===== src/rtl/player_mover.sv =====
// Player sprite mover: turns per-axis direction codes into a clamped sprite position
// on a fixed movement tick, and tracks the idle/play/hit/win game state.
module player_mover #(
    parameter int SCREEN_W    = 640,
    parameter int SCREEN_H    = 480,
    parameter int SPRITE_SIZE = 16,
    parameter int START_X     = 16,
    parameter int START_Y     = 16,
    parameter int STEP        = 2,
    parameter int TICK_DIV    = 1666667
) (
    input  logic       clk,
    input  logic       rst_n,
    input  logic [3:0] dir_x,
    input  logic [3:0] dir_y,
    input  logic       start,
    input  logic       restart,
    input  logic       wall_hit,
    input  logic       goal_hit,
    output logic [9:0] pos_x,
    output logic [9:0] pos_y,
    output logic [1:0] game_state,
    output logic       moved,
    output logic [3:0] hit_count
);

    localparam int              CNT_W    = (TICK_DIV > 1) ? $clog2(TICK_DIV) : 1;
    localparam logic [CNT_W-1:0] CNT_LAST = CNT_W'(TICK_DIV - 1);
    localparam logic [10:0]     STEP_W   = 11'(STEP);
    localparam logic [10:0]     MAX_X    = 11'(SCREEN_W - SPRITE_SIZE);
    localparam logic [10:0]     MAX_Y    = 11'(SCREEN_H - SPRITE_SIZE);
    localparam logic [9:0]      X0       = 10'(START_X);
    localparam logic [9:0]      Y0       = 10'(START_Y);

    typedef enum logic [1:0] {
        S_IDLE = 2'b00,
        S_PLAY = 2'b01,
        S_HIT  = 2'b10,
        S_WIN  = 2'b11
    } state_t;

    state_t           state_q;
    logic [CNT_W-1:0] cnt_q;
    logic [9:0]       pos_x_q, pos_y_q;
    logic [9:0]       pos_x_d, pos_y_d;
    logic             moved_q;
    logic [3:0]       hit_q;
    logic             tick;

    // 11-bit arithmetic so pos+STEP cannot wrap before the edge clamp.
    function automatic logic [9:0] axis_step(input logic [9:0] p,
                                             input logic [3:0] d,
                                             input logic [10:0] maxp);
        logic [10:0] p11;
        logic [10:0] sum;
        p11 = {1'b0, p};
        sum = p11 + STEP_W;
        case (d)
            4'b1000: return (p11 < STEP_W) ? '0 : 10'(p11 - STEP_W);
            4'b0010: return (sum > maxp) ? 10'(maxp) : 10'(sum);
            default: return p;
        endcase
    endfunction

    always_comb begin
        tick    = (state_q == S_PLAY) && (cnt_q == CNT_LAST);
        pos_x_d = axis_step(pos_x_q, dir_x, MAX_X);
        pos_y_d = axis_step(pos_y_q, dir_y, MAX_Y);
    end

    always_ff @(posedge clk) begin
        if (!rst_n) begin
            state_q <= S_IDLE;
            cnt_q   <= '0;
            pos_x_q <= X0;
            pos_y_q <= Y0;
            moved_q <= 1'b0;
            hit_q   <= '0;
        end else begin
            moved_q <= 1'b0;
            if (restart) begin
                state_q <= S_IDLE;
                cnt_q   <= '0;
                pos_x_q <= X0;
                pos_y_q <= Y0;
            end else begin
                case (state_q)
                    S_IDLE: begin
                        cnt_q <= '0;
                        if (start) state_q <= S_PLAY;
                    end
                    S_PLAY: begin
                        // A collision wins over a coincident tick, so the sprite never moves into the hit.
                        if (wall_hit) begin
                            state_q <= S_HIT;
                            cnt_q   <= '0;
                            if (hit_q != 4'hF) hit_q <= hit_q + 4'd1;
                        end else if (goal_hit) begin
                            state_q <= S_WIN;
                            cnt_q   <= '0;
                        end else if (tick) begin
                            cnt_q   <= '0;
                            pos_x_q <= pos_x_d;
                            pos_y_q <= pos_y_d;
                            moved_q <= (pos_x_d != pos_x_q) || (pos_y_d != pos_y_q);
                        end else begin
                            cnt_q <= cnt_q + CNT_W'(1);
                        end
                    end
                    default: cnt_q <= '0;
                endcase
            end
        end
    end

    assign pos_x      = pos_x_q;
    assign pos_y      = pos_y_q;
    assign game_state = state_q;
    assign moved      = moved_q;
    assign hit_count  = hit_q;

endmodule


===== config.mk =====
export PLATFORM = sky130hd
export DESIGN_NAME = player_mover
export DESIGN_NICKNAME = d
export VERILOG_FILES = /design/src/rtl/player_mover.sv
export SDC_FILE = /design/constraint.sdc
export NUM_CORES = 1
export LEC_CHECK = 0
export ABC_CLOCK_PERIOD_IN_PS = 2900
export CAP_MARGIN = 10
export CORE_MARGIN = 8
export CORE_UTILIZATION = 35
export DETAILED_ROUTE_END_ITERATION = 12
export GPL_TIMING_DRIVEN = 0
export PLACE_DENSITY_LB_ADDON = 0.05
export SYNTH_ARGS = -nofsm -noshare
export SYNTH_HDL_FRONTEND = slang
export SYNTH_SLANG_ARGS = --single-unit

===== constraint.sdc =====
create_clock -name clk -period 2.9 [get_ports clk]
set_clock_uncertainty 0.2 [all_clocks]
set_input_delay 0.29 -clock clk [delete_from_list [all_inputs] [get_ports clk]]
set_output_delay 0.29 -clock clk [all_outputs]
set_load 0.02 [all_outputs]

# After elaboration in Yosys (flattened, before gate mapping)
# Cells that the tools add are included.
[word_totals]
register_bits = 48
output_inout_bits = 27
elab_cells = 53
[op_classes]
addsub = 6
magnitude_cmp = 4
eq_ne = 11
mux = 10
bitwise = 6
n_reduce_logical = 10
[ops]
columns = ["cell", "n"]
rows = [
  ["$mux 10", 4],
  ["$pmux 10 s2", 2],
  ["$add 10x2->11 const B", 2],
  ["$add 21x1->21 const B", 1],
  ["$eq 21x21->1 const B", 1],
  ["$lt 10x2->1 const B", 2],
  ["$ne 10x10->1", 2],
  ["$sub 10x2->10 const B", 2],
  ["$reduce_or 6->1", 2],
  ["$gt 11x10->1 const B", 1],
  ["$gt 11x9->1 const B", 1],
  ["$eq 4x2->1 const B", 2],
  ["$eq 4x4->1 const B", 2],
  ["$reduce_and 4->1", 2],
  ["$mux 2", 3],
  ["$not 1->1", 6],
  ["$add 4x1->4 const B", 1],
  ["$ne 4x4->1 const B", 1],
  ["$pmux 2 s2", 1],
  ["$ne 3x3->1 const B", 1],
  ["$reduce_and 3->1", 1],
  ["$eq 2x1->1 const B", 1],
  ["$logic_not 2->1", 1],
  ["$ne 2x2->1 const B", 1],
  ["4 further kinds", 4],
]

# Depth between registers and ports, before layout
# Gate-level depths: netlist (run 1).
[depth]
depth_word = 6
ltp_mapped = 12
ltp_nobuf = 10

# Worst setup path after synthesis (run 1)
# Ideal clock, no wire load.
[synth_path]
path_type = "register -> register"
from = "register pos_x_q[2], in the netlist pos_x[2]"
to = "register moved_q, in the netlist moved"
t_arrival_ns = 2.706
setup_slack_ns = -0.136
stages_incl_launch_ff = 13
n_path_buf = 2
synth_period_minus_slack_ns = 3.036
cell_sequence = "dfxtp_1 clkbuf_1 inv_1 ha_1 buf_1 nor3b_1 a21bo_2 a21oi_1 o21ai_2 mux2i_1 a2111o_1 o31ai_1 a31oi_1"
[synth_via]
elab_chain_len = 6
word_cells_on_any_way = 9
cone_classes = "add/sub (2); order compare (2); eq/ne (1); mux (3); reduce/logical (1)"
[synth_rtl]
columns = ["item", "line_no", "rtl"]
rows = [
  ["from (decl)", "44", "logic [9:0] pos_x_q, pos_y_q;"],
  ["from (signal assigned)", "103", "pos_x_q <= pos_x_d;"],
  ["$add 10x2->11", "57", "sum = p11 + STEP_W;"],
  ["$gt 11x10->1", "60", "4'b0010: return (sum > maxp) ? 10'(maxp) : 10'(sum);"],
  ["$mux 10", "60", ""],
  ["$pmux 10 s2", "58", "case (d)"],
  ["$ne 10x10->1 *", "105", "moved_q <= (pos_x_d != pos_x_q) || (pos_y_d != pos_y_q);"],
  ["$logic_or 1x1->1 *", "105", ""],
  ["to (signal assigned)", "105", ""],
  ["to (decl)", "46", "logic moved_q;"],
]
# Mark *: on every way between the ends. The rest lies on a longest branch, timed or not.
# A chain may end at the register's enable or synchronous reset.

# Worst setup path after layout (run 1)
[layout_path]
from = "register pos_x_q[1], in the netlist pos_x[1]"
to = "register moved_q, in the netlist moved"
# Same word-level chain as after synthesis.

==> results list, run 1 <==
- RSZ-0062 raised after global routing: yes
* Cell-internal power: 0.960 mW
* Start of the worst register-to-register path: pos_x[1]
- The routed layout has 3901 vias.
- During I/O placement, the number of pins put on the boundary was 41.
- The worst pin sits at a relative slew slack of 0.284.
- Clock insertion delay at the later pin of the skew report: 320 ps
- Number of nets in the finished design: 559
* Tcrit/Tclk final: 0.963
- FF-to-FF path depth: 10
- The multi-input combinational cells in the finished layout cover a total of 2740 um2.
- In this run the worst path has a maximum fanout of 10.
- The critical path ends at moved.
* Power after layout: 1.28 mW
- Xor/xnor cell area share of the yosys netlist: 0.0699
* TritonCTS clock tree: built
- Setup violations remaining at the end of the flow were counted as 0.
- The routed design has 11900 um of wire.
- From synthesis to final layout, the design area changed by 28.4%.
- Post-synthesis share of cell area spent on and, or, nand and nor gates: 0.315
- Post-CTS Hold Buffers: 0
* Die outline width: 118 um
- Largest family of logic cells by synthesized area: simple AND/OR/NAND/NOR gates
- Hold Crit Class: reg -> reg
* Initial antenna violation count: 0
- The detailed router finished its first iteration with 183 violations.
- Count of placed standard cells in the final layout, fillers left out: 675
- In this run the static leakage power is 1.51 nW.
- Clock tree synthesis inserted a total of 5 buffers.
* First-pass iteration count of the detailed router: 4
- In the final layout, flip-flops and latches occupy 973 um2.
- Total gr overflow: 0
- The synthesized design contains 0 enable-type register cells.
- Global placer's final weighted congestion: 0.903
- Dividing the detail-routed wire length by the instance count gives 17.6 um.
- Clock buffer depth: 2
- Synth Cell Area: 3630 um2
* Number of standard-cell rows in the floorplan: 37
* Leading cell types by count after synthesis: sky130_fd_sc_hd__nor2_1 (59), sky130_fd_sc_hd__dfxtp_1 (48), sky130_fd_sc_hd__nand2_1 (45), sky130_fd_sc_hd__a21oi_1 (33)
- Yosys mapped the design onto 77 distinct sky130hd cell types.
* Final-layout setup total negative slack: 0 ps
- Sinks on Clock Net: 48
* Pwr Density: 275 nW/um2
* Largest net degree at the start of global routing: 17
- The fraction of the mapped netlist area in compound gates came to 0.260.
* H-tree levels: 2
- Final Hold Slack: 286 ps
- Dividing the synthesized area by the synthesized cell count gives 7.43 um2.
- Static timing analysis puts the maximum clock frequency at 0.358 GHz.
- The core region is 10200 um2.
- Fin. max-slew vios: 0
* Net Count, Synth: 510
- The worst setup path is launched from a register.
- Slack of the critical path: 107 ps
* Part of the Yosys area used for sequential elements: 0.264
- Most instantiated library cell after synthesis: sky130_fd_sc_hd__nor2_1
- The worst-case IR drop observed on VDD is 205 uV.
- The endpoint identified for the worst register-to-register timing path is moved.
* Post-route minimum period: 2790 ps
- Synthesized instance count: 489
- Root cell of the clock tree: sky130_fd_sc_hd__clkbuf_8
- During synthesis, Yosys emitted a total of 0 warnings.
* Starting density of the core: 0.357
* Pre-CTS setup slack: -521 ps
- The tool flagged a number of max-cap violations equal to 0.
- Post-Synth Adder-Cell Area: 0.0241
* Part of the power in combinational logic: 0.074
- The synthesized design spends more area on one cell type than any other, namely sky130_fd_sc_hd__dfxtp_1.
* Wire length of the first global-routing pass: 19100 um
- Clock edge transition at the registers on the reported setup and hold paths: 100 ps
- During placement, the flow inserted port buffers numbering 40.
- The analysis attributes to net switching a power of 0.325 mW.
- The most critical setup path has its startpoint at pos_x[1].
- Mux contribution to synthesized area: 0.0141
- ANT cells: 0
- For this run, the leading register cell type out of synthesis is sky130_fd_sc_hd__dfxtp_1.
* Setup CP Type: reg -> reg
* Measured slew at the worst slew-check pin: 1070 ps
- Final hold violation count: 0
* Sort of element at the end of the critical path: register
* Top cells by area, synth: sky130_fd_sc_hd__dfxtp_1 (26%), sky130_fd_sc_hd__nor2_1 (6.1%), sky130_fd_sc_hd__nand2_1 (4.6%), sky130_fd_sc_hd__a21oi_1 (4.5%), sky130_fd_sc_hd__o21ai_0 (3.7%)
- Relative contribution of the clock network to total power: 0.413
* Total Die Area: 13900 um2
- Switching power share of the total: 0.253
- Sequential cell fraction of total power: 0.513
- Detailed placement ended at an HPWL of 8330 um.
- Cell count after placement: 665
* Synth Register Bits: 48
* Setup slack, reg-to-reg: 110 ps
* Outcome: finished clean
- After filler insertion, the fill cell instance count of the layout stands at 1062.
- Antenna viol nets, final: 0
- The number of global-route vias before repair came to 3662.
* Data required time of the worst path: 2900 ps
- Share of flip-flops with an asynchronous set or reset: 0
- DRC viols: 0
* Proportion of layout cells with a drive suffix above 1: 0.167
- Area share of the leading cell type in the synthesized netlist: 0.264
- For this run, the total global-route usage over all layers was measured as 0.164.
- Data arrival time of the critical path: 2790 ps
- Number of vias per cell after detailed routing: 5.78
- Die Y: 118 um
-- metal layers --
| metal | part of all wire | GRT usage | routed length [um] | vias to the layer above |
|---|---|---|---|---|
| met4 | 0.018 | 0.0488 | 217 | 0 |
| met2 | 0.46 | 0.259 | 5400 | 147 |
| met3 | 0.062 | 0.0321 | 737 | 17 |
| met1 | 0.46 | 0.219 | 5510 | 1834 |
| met5 | 0 | 0 | 0 | - |
| li1 | - | - | - | 1903 |
-- power by group through the flow --
stage / sequential (mW) / combinational (mW) / clock, mW
2_1_floorplan: 0.678 / 0.0408 / 0
3_3_place_gp: 0.677 / 0.0857 / 0
3_5_place_dp: 0.677 / 0.0859 / 0
4_1_cts: 0.662 / 0.0867 / 0.541
5_1_grt: 0.659 / 0.103 / 0.572
6_report: 0.659 / 0.0957 / 0.530
-- final cells by class --
| type | instances | share of cell area |
|---|---|---|
| Buffer | 32 | 0.0359 |
| Clock buffer | 5 | 0.0148 |
| Clock inverter | 3 | 0.00992 |
| Inverter | 10 | 0.00805 |
| Multi-Input combinational cell | 394 | 0.587 |
| Sequential cell | 48 | 0.209 |
| Tap cell | 136 | 0.0365 |
| Timing Repair Buffer | 47 | 0.0992 |
-- placed cells by master, fill, tap and decap left out, drive strengths merged, types with 5 or more instances in the layout --
cell,Yosys,final
nand2,45,45
dfxtp,48,48
nor2,60,60
clkdlybuf4s50,0,36
xnor2,15,15
nand4,7,7
nor3,12,12
xor2,14,14
nor4,10,10
ha,7,7
a21oi,33,33
a31oi,8,8
or4b,7,7
a211oi,9,9
and2,9,9
or3,5,5
buf,9,17
and3,6,6
clkbuf,28,27
inv,10,11
o211ai,5,5
o21ai,29,29
nand3,20,20
nor2b,6,6
-- worst min path at each step --
| stage | from | cells after the start | slack, ps | to |
|---|---|---|---|---|
| 6_report | cnt_q[0] | 1 | 290 | cnt_q[0] |
| 5_1_grt | start | 3 | 320 | game_state[0] |
| 4_1_cts | cnt_q[0] | 1 | 290 | cnt_q[0] |
| 3_5_place_dp | cnt_q[0] | 1 | 270 | cnt_q[0] |
| 3_3_place_gp | cnt_q[0] | 1 | 270 | cnt_q[0] |
| 2_1_floorplan | rst_n | 1 | 210 | hit_count[0] |
-- state kept, by name (all words and copies together) (netlist names) --
register and cells:
cnt_q 21, pos_x 10, pos_y 10, hit_count 4
game_state 2, moved 1
-- cell families (layout without fill, tap and decap cells) --
| group | count (synthesis) | count (layout) |
|---|---|---|
| xor gates and xnor gates | 29 | 29 |
| muxes | 5 | 5 |
| adders and majority gates | 7 | 7 |
| buffers and inverters | 47 | 97 |
| AOI/OAI and AO/OA | 138 | 138 |
| DFF | 48 | 48 |
| and+or+nand+nor | 215 | 215 |
-- critical path, stage by stage (launching register included) --
cell and delay (ps):
sky130_fd_sc_hd__dfxtp_4 370, sky130_fd_sc_hd__ha_1 190, sky130_fd_sc_hd__buf_4 180, sky130_fd_sc_hd__and4_4 230, sky130_fd_sc_hd__a41oi_2 200, sky130_fd_sc_hd__a2bb2oi_1 230
sky130_fd_sc_hd__a21o_1 220, sky130_fd_sc_hd__a21oi_2 110, sky130_fd_sc_hd__a2111o_1 410, sky130_fd_sc_hd__o31ai_2 230, sky130_fd_sc_hd__a31oi_1 110
-- metrics by stage --
stage | instance area (um2) | util
floorplan | 3640 | -
global placement | 4210 | 0.413
detailed placement | 4210 | 0.413
CTS | 4420 | 0.434
global route | 4660 | 0.458
finish | 4660 | 0.458
-- what timing repair did --
item,CTS,global route
gates resized for setup,14,72
pin swaps,3,7
setup buffers,5,2
endpoints found under the setup margin,18,21
gates cloned,0,0
Power figures use the tool's default switching activity.
==> run 2: changes to the inputs <==
ABC_CLOCK_PERIOD_IN_PS = 3340   (was 2900)
CAP_MARGIN = default   (was 10)
clock period = 3.34 ns   (was 2.9 ns; I/O delays follow)
==> results list, run 2 (synthesized netlist as in run 1, its figures left out) <==
- The number of cells in the design after placement came to 665 (unchanged).
* Net switching power of the design: 0.279 mW (-14%)
- The non-filler instance count after layout came to 674 (-0.15%).
* Worst reg2reg endpoint: moved
- Root cell of the clock tree: sky130_fd_sc_hd__clkbuf_8
- The placer congestion estimate was 0.896 (-0.79%).
* Switching power share of the total: 0.251 (-0.00217)
- Wirelength per Cell: 17.1 um (-2.4%)
* Number of standard-cell rows in the floorplan: 37 (unchanged)
* Wire length of the first global-routing pass: 19000 um (-0.47%)
- Detailed Place HPWL: 8300 um (-0.37%)
* Fin. max-slew vios: 0 (unchanged)
- DRC viols: 0 (unchanged)
* Highest-delay cell along the critical path: sky130_fd_sc_hd__nor4_1
- The proportion of power drawn by flip-flops and latches is 0.517 (+0.004).
- Slack of the critical path: 164 ps (+56.6 ps)
- Starting density of the core: 0.357 (unchanged)
- Leak pwr: 1.39 nW (-8.0%)
* Number of cells on the worst hold path: 1 (unchanged)
* DRC marker count from the first detailed-route iteration: 197 (+7.7%)
* Post-route minimum period: 3180 ps (+383 ps)
- Inserted Clock Buffers: 5 (unchanged)
- Max reg flops: 21 (unchanged)
- Outcome: finished clean
* Total gr overflow: 0 (unchanged)
* Leading cell type in the layout, fill and taps excluded: sky130_fd_sc_hd__nor2_1
* Pre-CTS setup slack: -153 ps (+368 ps)
- The logic gate share of total power was 0.068 (-0.006).
- The number of global-route vias before repair was 3710 (+1.3%).
* Start of the worst register-to-register path: pos_x[8]
- Proportion of layout cells with a drive suffix above 1: 0.0892 (-0.0778)
- Total Die Area: 13900 um2 (unchanged)
- The worst setup path is launched from a register.
* Total Routing Usage GR: 0.162 (-0.00128)
* Clock insertion delay at the later pin of the skew report: 310 ps (about the same)
- The clock share of power was 0.415 (+0.002).
- The maximum number of pins on one net before global-route repair is 17 (unchanged).
- Via count: 3908 (+0.18%)
- The number of I/O port buffers came to 40 (unchanged).
- Io pins: 41 (unchanged)
- The horizontal die dimension came to 118 um (unchanged).
* First-pass iteration count of the detailed router: 6 (+2)
- The routed wire length was 11600 um (-2.6%).
* Data required time of the worst path: 3340 ps (+440 ps)
- Core area: 10200 um2 (unchanged)
- List of cells traversed by the critical path: clkbuf_1, nor4_1, a21oi_1, a22o_1, nor4_1, o2111ai_1, nor4bb_1, a31oi_1
- More flip-flops sit in one register than any other, and that register is cnt_q.
- Critical Path Fanout Max: 10 (unchanged)
- In this run the worst setup path begins at pos_x[8].
- The min-delay analysis places its worst path in the category reg -> reg.
- The deepest level of the CTS H-tree is 2 (unchanged).
- Highest attainable clock frequency: 0.315 GHz (-12%)
- The number of clock sinks came to 48 (unchanged).
* Clock buffer depth: 2 (unchanged)
* Initial antenna violation count: 0 (unchanged)
* Antenna viol nets, final: 0 (unchanged)
* Most common cell on crit path: sky130_fd_sc_hd__nor4_1
* Setup CP Type: reg -> reg
- The ratio of final minimum period to clock period is 0.951 (-0.0121).
- The antenna diode count came to 0 (unchanged).
* Cell-internal power: 0.832 mW (-13%)
- Number of nets in the finished design: 558 (-0.18%)
* Data arrival time of the critical path: 3180 ps (+390 ps)
- The most critical setup path has its endpoint at moved.
- The largest stage delay on the critical path is 570 ps (+160 ps).
- Measured slew at the worst slew-check pin: 875 ps (-191 ps)
- FF-to-FF path depth: 8 (-2)
- Die Y: 118 um (unchanged)
- The worst setup path is captured at a register.
- The worst slew margin relative to its limit is 0.412 (+0.128).
* TritonCTS clock tree: built
- Final hold violation count: 0 (unchanged)
* Number of vias per cell after detailed routing: 5.80 (+0.33%)
* Area Overhead vs Synth: 20.7%
* Count of endpoints failing setup in the final report: 0 (unchanged)
- The power density over the cells is 253 nW/um2 (-8.1%).
- The worst ir drop on vdd was 167 uV (-19%).
* Number of maximum-capacitance constraint violations: 0 (unchanged)
* Setup slack, reg-to-reg: 160 ps (+60 ps)
- Clock edge transition at the registers on the reported setup and hold paths: 110 ps (about the same)
* Most used cells in the layout excluding fill and tap cells: sky130_fd_sc_hd__nor2_1 (59), sky130_fd_sc_hd__dfxtp_1 (48), sky130_fd_sc_hd__nand2_1 (45)
run 2: power groups by stage:
stage / logic [mW] / registers [mW] / clock network [mW]
3_3_place_gp: 0.0743 / 0.588 / 0
2_1_floorplan: 0.0354 / 0.589 / 0
6_report: 0.0750 / 0.574 / 0.461
4_1_cts: 0.0751 / 0.575 / 0.476
3_5_place_dp: 0.0746 / 0.588 / 0
5_1_grt: 0.0814 / 0.575 / 0.499
run 2: worst min-delay path by stage:
| stage | startpoint | endpoint | slack, ps |
|---|---|---|---|
| finish | cnt_q[0] | cnt_q[0] | 290 |
| detailed placement | cnt_q[0] | cnt_q[0] | 280 |
| floorplan | cnt_q[0] | cnt_q[0] | 240 |
| global route | cnt_q[0] | cnt_q[0] | 350 |
| global placement | cnt_q[0] | cnt_q[0] | 270 |
| CTS | cnt_q[0] | cnt_q[0] | 310 |
run 2: per-stage QoR:
stage | hold slack (ps) | TNS, ps | util | cell area [um2] | total power [mW]
2_1_floorplan | 237 | 0 | - | 3630 | 0.624
6_report | 292 | 0 | 0.431 | 4390 | 1.11
4_1_cts | 305 | 0 | 0.426 | 4340 | 1.13
3_3_place_gp | 267 | -141 | 0.413 | 4200 | 0.662
5_1_grt | 346 | -2.70 | 0.431 | 4390 | 1.16
3_5_place_dp | 280 | -153 | 0.413 | 4200 | 0.662
run 2: what timing repair did:
action	in CTS	in global routing
buffers inserted	0	3
resized for setup	5	10
hold buffers	0	0
pin swaps	0	1
setup endpoints to repair	4	8
run 2: critical path: cells and delay by family (launching register included):
family / cells / cell delay, ps
AO/OA/AOI/OAI: 4 / 1000
buffers and inverters: 1 / 260
flip-flops: 1 / 380
AND/OR/NAND/NOR: 3 / 1230
run 2: layout make-up:
| cell class | instances | area, um2 |
|---|---|---|
| buffer | 35 | 154 |
| clock buffer | 5 | 68.8 |
| clock inverter | 3 | 46.3 |
| fill | 1115 | 5800 |
| inverter | 10 | 37.5 |
| multi-input combinational | 394 | 2530 |
| sequential | 48 | 961 |
| tap | 136 | 170 |
| timing repair buffer | 43 | 423 |
run 2: layer usage:
layer / vias up / global-route usage / part of all wire
met5: - / 0 / 0
met4: 0 / 0.0576 / 0.020
met3: 19 / 0.0317 / 0.064
met2: 150 / 0.258 / 0.45
met1: 1841 / 0.213 / 0.47
li1: 1898 / - / -
==> run 3: changes to the inputs <==
GPL_ROUTABILITY_DRIVEN = 0   (was default)
GPL_TIMING_DRIVEN = default   (was 0)
==> results list, run 3 (synthesized netlist as in run 1, its figures left out) <==
- The reported max-cap violation count came to 0 (unchanged).
* ANT cells: 0 (unchanged)
- Die Y: 118 um (unchanged)
- Outcome: finished clean
- Reg with most FFs: cnt_q
- The number of nets with antenna violations after detailed routing was 0 (unchanged).
- Proportion of layout cells with a drive suffix above 1: 0.121 (+0.0323)
- Critical Path Fanout Max: 11 (+1)
* Area after detailed placement: 4330 um2 (+2.9%)
- Total Routing Usage GR: 0.163 (+0.000337)
- The insertion delay of the later-clocked pin in the worst-skew pair is 300 ps (about the same).
- The number of clock sinks is 48 (unchanged).
- Post-route cell area: 4440 um2 (+1.1%)
- The standard-cell row count came to 37 (unchanged).
* Die outline width: 118 um (unchanged)
- Most used cells in the layout excluding fill and tap cells: sky130_fd_sc_hd__nor2_1 (59), sky130_fd_sc_hd__dfxtp_1 (47), sky130_fd_sc_hd__nand2_1 (45)
- Fin. max-slew vios: 0 (unchanged)
- Hold Crit Class: reg -> reg
- Post-route minimum period: 3020 ps (-152 ps)
- Number of vias per cell after detailed routing: 5.80 (+0.11%)
- Start of the worst register-to-register path: pos_x[2]
- The routed wire length was 11600 um (+0.81%).
- Final Hold Slack: 287 ps (-4.92 ps)
- The core area came to 10200 um2 (unchanged).
* Inserted Clock Buffers: 5 (unchanged)
- The number of detailed-route iterations in the first pass is 5 (-1).
* Via count: 3895 (-0.33%)
* DRC viols: 0 (unchanged)
* Detailed Place HPWL: 8530 um (+2.8%)
* Worst Min Path Start: cnt_q[0]
* Total gr overflow: 0 (unchanged)
- Setup CP Type: reg -> reg
- The count of endpoints failing hold in the final timing report was 0 (unchanged).
* RSZ-0062 raised after global routing: no
- The area enclosed by the die boundary was 13900 um2 (unchanged).
- The maximum number of pins on one net before global-route repair was 22 (+5).
- The worst setup path is captured at a register.
* Max reg flops: 21 (unchanged)
- The average detailed-routed wire length per instance was 17.4 um (+1.3%).
* H-tree levels: 2 (unchanged)
- TritonCTS clock tree: built
- Clock edge transition at the registers on the reported setup and hold paths: 90 ps (-20 ps)
* Data required time of the worst path: 3370 ps (+30 ps)
* Area Overhead vs Synth: 22.1%
* Initial antenna violation count: 0 (unchanged)
- Tcrit/Tclk final: 0.905 (-0.0456)
- The maximum number of buffers from clock root to sink came to 2 (unchanged).
* Io pins: 41 (unchanged)
- Final-layout setup total negative slack: 0 ps (unchanged)
* Starting density of the core: 0.357 (unchanged)
* Leak pwr: 1.47 nW (+5.6%)
- The number of design-rule violations left by the first detailed-router iteration is 238 (+21%).
* Wire length of the first global-routing pass: 19200 um (+0.84%)
* Pwr Density: 241 nW/um2 (-4.9%)
- Measured slew at the worst slew-check pin: 759 ps (-116 ps)
* Power after layout: 1.07 mW (-3.8%)
- The maximum clock frequency came to 0.331 GHz (+5.0%).
- Number of global-route vias before repair: 3699 (-0.30%)
- The worst setup path is launched from a register.
* Number of nets in the finished design: 555 (-0.54%)
- Startpoint of the worst setup timing path: pos_x[2]
* Data arrival time of the critical path: 3050 ps (-130 ps)
- The worst slew margin relative to its limit is 0.493 (+0.0809).
* Leading cell type in the layout, fill and taps excluded: sky130_fd_sc_hd__nor2_1
* Root cell of the clock tree: sky130_fd_sc_hd__clkbuf_8
- IO buf count: 40 (unchanged)
- The setup violation total in the final timing report was 0 (unchanged).
- The worst ir drop on vdd was 138 uV (-18%).
## run 3: layer usage
layer	track usage	part of all wire
met2	0.258	0.45
met5	0	0
met4	0.0552	0.026
met3	0.0398	0.060
met1	0.211	0.47
## run 3: what timing repair did
action,in CTS,in global routing
hold buffers,0,0
gates resized for setup,0,1
endpoints found under the setup margin,0,1
setup buffers,0,0
## run 3: layout make-up
type / instances / area [um2]
Fill cell: 1060 / 5750
Multi-Input combinational cell: 394 / 2490
Sequential cell: 48 / 962
Timing Repair Buffer: 75 / 663
Tap cell: 136 / 170
Clock buffer: 6 / 72.6
Inverter: 10 / 37.5
Clock inverter: 2 / 35.0
## run 3: final timing paths
kind,end,slack (ps),cells after the start
max,moved,320,11
min,cnt_q[0],290,1
max reg2reg,moved,320,11
min reg2reg,cnt_q[0],290,1
## run 3: worst max-delay path, stage by stage (launching register included)
cell and delay [ps]:
sky130_fd_sc_hd__dfxtp_1 450, sky130_fd_sc_hd__inv_1 160, sky130_fd_sc_hd__ha_1 310, sky130_fd_sc_hd__or4b_2 730, sky130_fd_sc_hd__nor4_1 230, sky130_fd_sc_hd__buf_4 180
sky130_fd_sc_hd__o211ai_1 90, sky130_fd_sc_hd__o22ai_1 180, sky130_fd_sc_hd__nor4_1 70, sky130_fd_sc_hd__o2111ai_1 110, sky130_fd_sc_hd__nor4bb_1 90, sky130_fd_sc_hd__a31oi_1 170
## run 3: power breakdown
| group | switching [mW] | internal [mW] |
|---|---|---|
| registers | 0.00130 | 0.573 |
| clock network | 0.194 | 0.222 |
| logic | 0.0423 | 0.0363 |
| total | 0.237 | 0.832 |
## run 3: per-stage QoR
step | std cells | worst slack [ps] | util
after floorplan | 489 | 304 | -
after global placement | 663 | 259 | 0.425
after detailed placement | 663 | 242 | 0.425
after CTS | 671 | 294 | 0.435
after global routing | 671 | 8.08 | 0.436
final | 671 | 316 | 0.436
